[src/rtl/p_alu_defs.sv]
// P-extension ALU shared definitions: op codes, multiplier FSM states, lane counts.
// Latency: n/a (package only).
// Backpressure: n/a (package only).
package p_alu_defs;

    // Decoded 5-bit ALU control codes for the packed multiply ops.
    localparam logic [4:0] ALU_SMUL16 = 5'b11100;
    localparam logic [4:0] ALU_UMUL16 = 5'b11101;
    localparam logic [4:0] ALU_SMUL8  = 5'b11110;
    localparam logic [4:0] ALU_UMUL8  = 5'b11111;

    // alu_control[4:2] value shared by all four multiply ops.
    localparam logic [2:0] ALU_MUL_CLASS = 3'b111;

    // Multiplier sequencer states.
    typedef enum logic [1:0] {
        ST_IDLE = 2'd0,
        ST_RUN  = 2'd1,
        ST_DONE = 2'd2
    } mul_state_t;

    // Index of the final lane in each lane mode.
    localparam logic [1:0] LAST_LANE_16 = 2'd1;
    localparam logic [1:0] LAST_LANE_8  = 2'd3;

    // Widen a 16-bit lane (or its low byte in 8-bit mode) to a 17-bit signed
    // operand. The extra bit lets unsigned values ride on a signed multiplier.
    function automatic logic signed [16:0] lane_extend(
        input logic [15:0] v,
        input logic        is_8bit,
        input logic        is_unsigned
    );
        logic sgn;
        if (is_8bit) begin
            sgn = is_unsigned ? 1'b0 : v[7];
            lane_extend = {{9{sgn}}, v[7:0]};
        end else begin
            sgn = is_unsigned ? 1'b0 : v[15];
            lane_extend = {sgn, v};
        end
    endfunction

endpackage

[src/rtl/p_mul_lane.sv]
// One SIMD multiply lane: sign/zero-extend front end feeding a 17x17 signed multiply.
// Latency: combinational.
// Backpressure: none; pure function of its inputs.
// Ports: a, b (16-bit lane operands; only [7:0] used in 8-bit mode), is_8bit,
//        is_unsigned, prod (32-bit product; low 16 bits hold the 8-bit result).
module p_mul_lane
    import p_alu_defs::*;
(
    input  logic [15:0] a,
    input  logic [15:0] b,
    input  logic        is_8bit,
    input  logic        is_unsigned,
    output logic [31:0] prod
);

    logic signed [16:0] a_ext;
    logic signed [16:0] b_ext;
    logic signed [33:0] full;
    logic               unused_prod_hi;

    assign a_ext = lane_extend(a, is_8bit, is_unsigned);
    assign b_ext = lane_extend(b, is_8bit, is_unsigned);
    assign full  = a_ext * b_ext;

    // A 2N-bit product of N-bit operands is exact, so the top bits carry no information.
    assign prod           = full[31:0];
    assign unused_prod_hi = ^full[33:32];

endmodule

[src/rtl/p_mul_unit.sv]
// Execute-stage SIMD multiplier for SMUL16/UMUL16/SMUL8/UMUL8 (64-bit packed result).
// Latency: done_o 3 cycles (16-bit) / 5 cycles (8-bit) after accept; 2 cycles with P_MUL_PARALLEL_EN.
// Backpressure: stall_o holds the pipeline from accept through the last RUN cycle; drops in DONE.
// Ports: clk, reset (sync, active-high), start_i, alu_control_i, src_a_i, src_b_i,
//        flush_i (kills in-flight op), busy_o, stall_o, done_o, result_o.
// Build option: P_MUL_PARALLEL_EN instantiates four lane multipliers and finishes in one RUN cycle.
module p_mul_unit
    import p_alu_defs::*;
#(
    parameter int XLEN = 32,
    parameter int OPW  = 5
) (
    input  logic              clk,
    input  logic              reset,
    input  logic              start_i,
    input  logic [OPW-1:0]    alu_control_i,
    input  logic [XLEN-1:0]   src_a_i,
    input  logic [XLEN-1:0]   src_b_i,
    input  logic              flush_i,
    output logic              busy_o,
    output logic              stall_o,
    output logic              done_o,
    output logic [2*XLEN-1:0] result_o
);

`ifdef P_MUL_PARALLEL_EN
    localparam int N_LANES = 4;
`else
    localparam int N_LANES = 1;
`endif

    mul_state_t        state;
    mul_state_t        state_nxt;
    logic [1:0]        lane_cnt;
    logic [XLEN-1:0]   op_a;
    logic [XLEN-1:0]   op_b;
    logic              mode_8;
    logic              mode_uns;
    logic [2*XLEN-1:0] result_q;
    logic              accept;
    logic              last_lane;

    logic [15:0] lane_a    [N_LANES];
    logic [15:0] lane_b    [N_LANES];
    logic [31:0] lane_prod [N_LANES];

    // Reset wins over start, and a flush in the same cycle kills the request.
    assign accept = (state == ST_IDLE) && start_i && !flush_i && !reset &&
                    (alu_control_i[4:2] == ALU_MUL_CLASS);

`ifdef P_MUL_PARALLEL_EN
    assign last_lane = 1'b1;
`else
    assign last_lane = (lane_cnt == (mode_8 ? LAST_LANE_8 : LAST_LANE_16));
`endif

    // ---------------- lane operand steering and multipliers ----------------
    genvar gi;
    generate
        for (gi = 0; gi < N_LANES; gi++) begin : g_lane
`ifdef P_MUL_PARALLEL_EN
            if (gi < 2) begin : g_wide
                assign lane_a[gi] = mode_8 ? {8'h00, op_a[8*gi +: 8]} : op_a[16*gi +: 16];
                assign lane_b[gi] = mode_8 ? {8'h00, op_b[8*gi +: 8]} : op_b[16*gi +: 16];
            end else begin : g_narrow
                // Upper two multipliers only serve 8-bit mode.
                assign lane_a[gi] = {8'h00, op_a[8*gi +: 8]};
                assign lane_b[gi] = {8'h00, op_b[8*gi +: 8]};
            end
`else
            // The single shared multiplier walks the lanes under lane_cnt.
            assign lane_a[gi] = mode_8 ? {8'h00, op_a[{lane_cnt, 3'b000} +: 8]}
                                       : op_a[{lane_cnt[0], 4'b0000} +: 16];
            assign lane_b[gi] = mode_8 ? {8'h00, op_b[{lane_cnt, 3'b000} +: 8]}
                                       : op_b[{lane_cnt[0], 4'b0000} +: 16];
`endif
            p_mul_lane u_lane (
                .a           (lane_a[gi]),
                .b           (lane_b[gi]),
                .is_8bit     (mode_8),
                .is_unsigned (mode_uns),
                .prod        (lane_prod[gi])
            );
        end
    endgenerate

`ifdef P_MUL_PARALLEL_EN
    logic [2*XLEN-1:0] par_result;
    logic              unused_par_hi;
    assign par_result = mode_8 ? {lane_prod[3][15:0], lane_prod[2][15:0],
                                  lane_prod[1][15:0], lane_prod[0][15:0]}
                               : {lane_prod[1], lane_prod[0]};
    assign unused_par_hi = ^{lane_prod[3][31:16], lane_prod[2][31:16]};
`endif

    // ---------------- FSM ----------------
    always_ff @(posedge clk) begin
        if (reset) begin
            state <= ST_IDLE;
        end else begin
            state <= state_nxt;
        end
    end

    always_comb begin
        state_nxt = state;
        busy_o    = 1'b0;
        stall_o   = 1'b0;
        done_o    = 1'b0;
        case (state)
            ST_IDLE: begin
                stall_o = accept;
                if (accept) begin
                    state_nxt = ST_RUN;
                end
            end
            ST_RUN: begin
                busy_o  = 1'b1;
                stall_o = 1'b1;
                if (flush_i) begin
                    state_nxt = ST_IDLE;
                end else if (last_lane) begin
                    state_nxt = ST_DONE;
                end
            end
            ST_DONE: begin
                // Stall already released so execute consumes result_o this cycle.
                done_o    = !flush_i;
                state_nxt = ST_IDLE;
            end
            default: begin
                state_nxt = ST_IDLE;
            end
        endcase
    end

    // ---------------- datapath ----------------
    always_ff @(posedge clk) begin
        if (reset) begin
            op_a     <= '0;
            op_b     <= '0;
            mode_8   <= 1'b0;
            mode_uns <= 1'b0;
            lane_cnt <= '0;
            result_q <= '0;
        end else if (accept) begin
            op_a     <= src_a_i;
            op_b     <= src_b_i;
            mode_8   <= alu_control_i[1];
            mode_uns <= alu_control_i[0];
            lane_cnt <= '0;
            // Clear so stale lanes of a previous op never show through.
            result_q <= '0;
        end else if ((state != ST_IDLE) && flush_i) begin
            lane_cnt <= '0;
            result_q <= '0;
        end else if (state == ST_RUN) begin
`ifdef P_MUL_PARALLEL_EN
            result_q <= par_result;
`else
            if (mode_8) begin
                result_q[{lane_cnt, 4'b0000} +: 16] <= lane_prod[0][15:0];
            end else begin
                result_q[{lane_cnt[0], 5'b00000} +: 32] <= lane_prod[0];
            end
`endif
            lane_cnt <= lane_cnt + 2'd1;
        end
    end

    assign result_o = result_q;

endmodule

[config.mk]
export PLATFORM = sky130hd
export DESIGN_NAME = p_mul_unit
export DESIGN_NICKNAME = d
export VERILOG_FILES = /design/src/rtl/p_alu_defs.sv /design/src/rtl/p_mul_lane.sv /design/src/rtl/p_mul_unit.sv
export SDC_FILE = /design/constraint.sdc
export NUM_CORES = 1
export LEC_CHECK = 0
export ABC_AREA = 1
export BUFFER_PORTS_ARGS = -buffer_cell sky130_fd_sc_hd__buf_2
export CAP_MARGIN = 25
export CORE_ASPECT_RATIO = 1.75
export CORE_MARGIN = 4
export CORE_UTILIZATION = 61
export DETAILED_ROUTE_END_ITERATION = 8
export PLACE_DENSITY = 0.78
export SYNTH_ARGS = -nofsm -noshare
export SYNTH_HDL_FRONTEND = slang
export SYNTH_HIERARCHICAL = 1
export SYNTH_SLANG_ARGS = --single-unit
[constraint.sdc]
create_clock -name clk -period 7.95 [get_ports clk]
set_clock_uncertainty 0.05 [all_clocks]
set_input_delay 1.59 -clock clk [delete_from_list [all_inputs] [get_ports clk]]
set_output_delay 1.59 -clock clk [all_outputs]
set_load 0.01 [all_outputs]
==> results by group <==
Yosys
  • Syn Area/Cell: 7.51 um2
  • Post-synthesis cell count: 2323
  • Synth async-reset ratio: 0%
  • Syn_nets: 2765
  • Post-synth EDFFs: 0
  • Area leader, netlist: fa_1
  • Cell area after synthesis: 17500 um2
  • Sequential-to-total area share from yosys stat: 15.4%
  • Top cells by area, synth: fa_1 32%, dfxtp_1 15%, nand2_1 11%
  • FF+latch count, synth: 134
  • Ys Warns: 6
  • Most common flop cell mapped by yosys: dfxtp_1
  • Synth cell types: 49
  • Yosys top cell area share: 32.3%

Clock network
  • Clk pin slew, worst setup/hold paths: 0.07 ns
  • Clock sink total: 134
  • CTS tree: done
  • Total CTS buffers: 17
  • Worst skew pair latency: 0.44 ns
  • Clock Path Buffers: 2
  • Cts hold-fix bufs: 0
  • CTS root buf: clkbuf_16
  • CTS H-tree depth: 4

Placement
  • Port-buffer cells: 139
  • Dpl hpwl: 49500 um
  • Final GP Congestion: 1.06
  • Placed cell count: 2804

Setup path
  • Worst-path fanout max: 24
  • Worst setup EP type: register
  • Critical path type: register to register
  • Critical Path RT: 8.24 ns
  • Top delay family on crit path: adder cells
  • Critical path buffers and inverters: 8
  • Slowest cell on crit path: xor2_1
  • Startpoint type of the worst setup path: register
  • Crit path largest cell delay: 0.71 ns
  • Arrival @ worst endpoint: 7.95 ns

GRT
  • Vias in the first global route: 16300
  • First-pass GRT wire length: 91000 um
  • Largest net degree at the start of global routing: 69
  • Initial antenna violation count: 1
  • Total GRT Usage: 39.2%
  • Grt ovf: 0

Detailed routing
  • DRC: 0
  • Via count: 15900
  • Via density: 5.60
  • DR pass1 iterations: 6
  • Routed length per placed instance: 21.2 um
  • First DRT Iteration DRCs: 1129
  • ANT nets after route: 0
  • Wirelength, routed: 60500 um

Die
  • Rows: 81
  • Starting Density: 62.2%
  • Chip height: 232 um
  • Die ar.: 31500 um2
  • Die W: 136 um
  • # IOs: 140
  • Core area: 28100 um2

Timing
  • Max Clk Rate: 0.131 GHz
  • Final hold vios: 0
  • Worst slew margin: 32.3%
  • Final-report setup violation count: 0
  • Min cycle time layout: 7.66 ns
  • Worst-Margin Slew: 1.01 ns
  • Fin Hold WS: 0.413 ns
  • Final Cycle Share: 96.3%
  • Max-slew violations: 0
  • RSZ-0062 raised after global routing: true

Finish
  • Layout cell share with drive strength beyond 1: 13.1%
  • Fill cell count: 2429
  • Commonest non-fill, non-tap cell in the layout: nand2_1
  • Layout area overhead: 11.3%
  • Register area: 2690 um2
  • Finished Layout Cells: 2848
  • Multi-input combinational cell area: 12500 um2
  • Most frequent cells in the layout: 493 x nand2_1, 434 x inv_1, 303 x nor2_1
  • Nets: 2903

Power and ir drop
  • VDD IR max: 0.000141 V
  • Cell Pwr Density: 83.5 nW/um2
  • Sw Pwr: 0.472 mW
  • Internal cell power: 1.15 mW
  • Reg power frac: 42.0%
  • Gate power share: 9.8%
  • Clock Power Share: 48.3%
  • Static Leak: 9.98 nW
  • Sw frac: 29.1%

Run
  • MaxCap Viol Count: 0

Status
  • Outcome: complete, no violations

Hold path
  • Hold Path Class: register to register
## synthesized netlist by cell type (2+ instances only)
library cell / instances
nor2_2: 2
nor2_8: 2
a21boi_0: 14
nand3b_1: 17
a21oi_1: 115
buf_2: 44
clkbuf_1: 36
nor2_4: 4
nand4_1: 6
or2_1: 2
nor2_1: 305
buf_4: 9
o21ai_1: 8
buf_6: 7
nand3_1: 76
dfxtp_1: 134
or2_2: 5
clkinv_1: 8
nand2_2: 12
nand3_2: 2
inv_1: 441
o21ai_0: 102
or2_0: 10
ha_1: 87
o211ai_1: 17
nor3_1: 9
nor4_1: 2
a21o_1: 4
nand2_4: 4
xnor2_1: 10
o21bai_1: 2
nand2_1: 493
o21ai_2: 7
xor2_1: 20
inv_2: 9
inv_4: 4
fa_1: 282
## what timing repair did
item	4_1_cts	5_1_grt
buffers inserted	0	9
setup endpoints to repair	1	29
gates resized for setup	2	16
## worst paths after layout
| check | from | end | slack, ns | depth (start not counted) |
|---|---|---|---|---|
| worst max register to register | lane_cnt[0]$_SDFFE_PP0P_ | result_o[15]$_SDFFE_PP0P_ | 0.29 | 31 |
| worst min register to register | result_o[43]$_SDFFE_PP0P_ | result_o[43]$_SDFFE_PP0P_ | 0.41 | 2 |
| worst max-delay path | lane_cnt[0]$_SDFFE_PP0P_ | result_o[15]$_SDFFE_PP0P_ | 0.29 | 31 |
| worst min-delay path | result_o[43]$_SDFFE_PP0P_ | result_o[43]$_SDFFE_PP0P_ | 0.41 | 2 |
## kinds of logic (layout without fill, tap and decap cells)
logic type	count (synthesis)	after routing	share of synthesized area, %
XOR/XNOR	32	32	1.69
AND/OR/NAND/NOR	951	951	22.6
adder cells (fa/ha/maj)	369	369	38.6
AO/OA/AOI/OAI	277	277	8.83
buffers and inverters	560	711	12.9
other	0	1	0
flip-flops	134	134	15.4
## layout make-up
| type | count | share of cell area [%] |
|---|---|---|
| inverters | 464 | 9.10 |
| diodes | 1 | 0.0129 |
| repair buffers | 215 | 7.06 |
| flip-flops and latches | 134 | 13.8 |
| clock inverters | 15 | 0.850 |
| clock buffers | 17 | 2.19 |
| multi-input cells | 1629 | 64.6 |
| well taps | 373 | 2.40 |
## metal layers
layer / up-vias / track usage [%] / wire length [um]
met5: - / 0 / 0
met4: 0 / 36.9 / 7400
met3: 300 / 6.42 / 3390
met2: 697 / 69.5 / 31300
met1: 7707 / 37.5 / 18400
li1: 7234 / - / -
## state kept, by name, summed over array words and instances (netlist names)
name	flops
result_o	64
op_a	32
op_b	32
lane_cnt	2
state	2
mode_8	1
mode_uns	1
## through the flow
| step | total power [mW] | setup WS (ns) | setup TNS [ns] | utilization, % | instance area, um2 |
|---|---|---|---|---|---|
| finish | 1.62 | 0.290 | 0 | 69.2 | 19400 |
| global route | 1.67 | -0.0440 | -0.0452 | 69.2 | 19400 |
| CTS | 1.62 | 0.0221 | 0 | 68.5 | 19200 |
| detailed placement | 0.846 | 0.0112 | 0 | 66.4 | 18600 |
| global placement | 0.843 | 0.115 | 0 | 66.3 | 18600 |
| floorplan | 0.777 | 0.995 | 0 | - | 17500 |
## power by group through the flow
stage | clock network, mW | registers [mW] | logic (mW)
floorplan | 0 | 0.694 | 0.0830
global placement | 0 | 0.696 | 0.147
detailed placement | 0 | 0.696 | 0.150
CTS | 0.784 | 0.680 | 0.151
global route | 0.815 | 0.681 | 0.170
finish | 0.783 | 0.681 | 0.158
## worst register-to-register path: cells and delay by family (launching register included)
family	cells	cell delay [ns]
DFF	1	0.45
and+or+nand+nor	12	1.59
buffers and inverters	8	0.93
xor gates and xnor gates	1	0.71
adders and majority gates	7	3.42
AOI/OAI and AO/OA	3	0.45
Note: power is estimated with default switching activity, not from simulation.
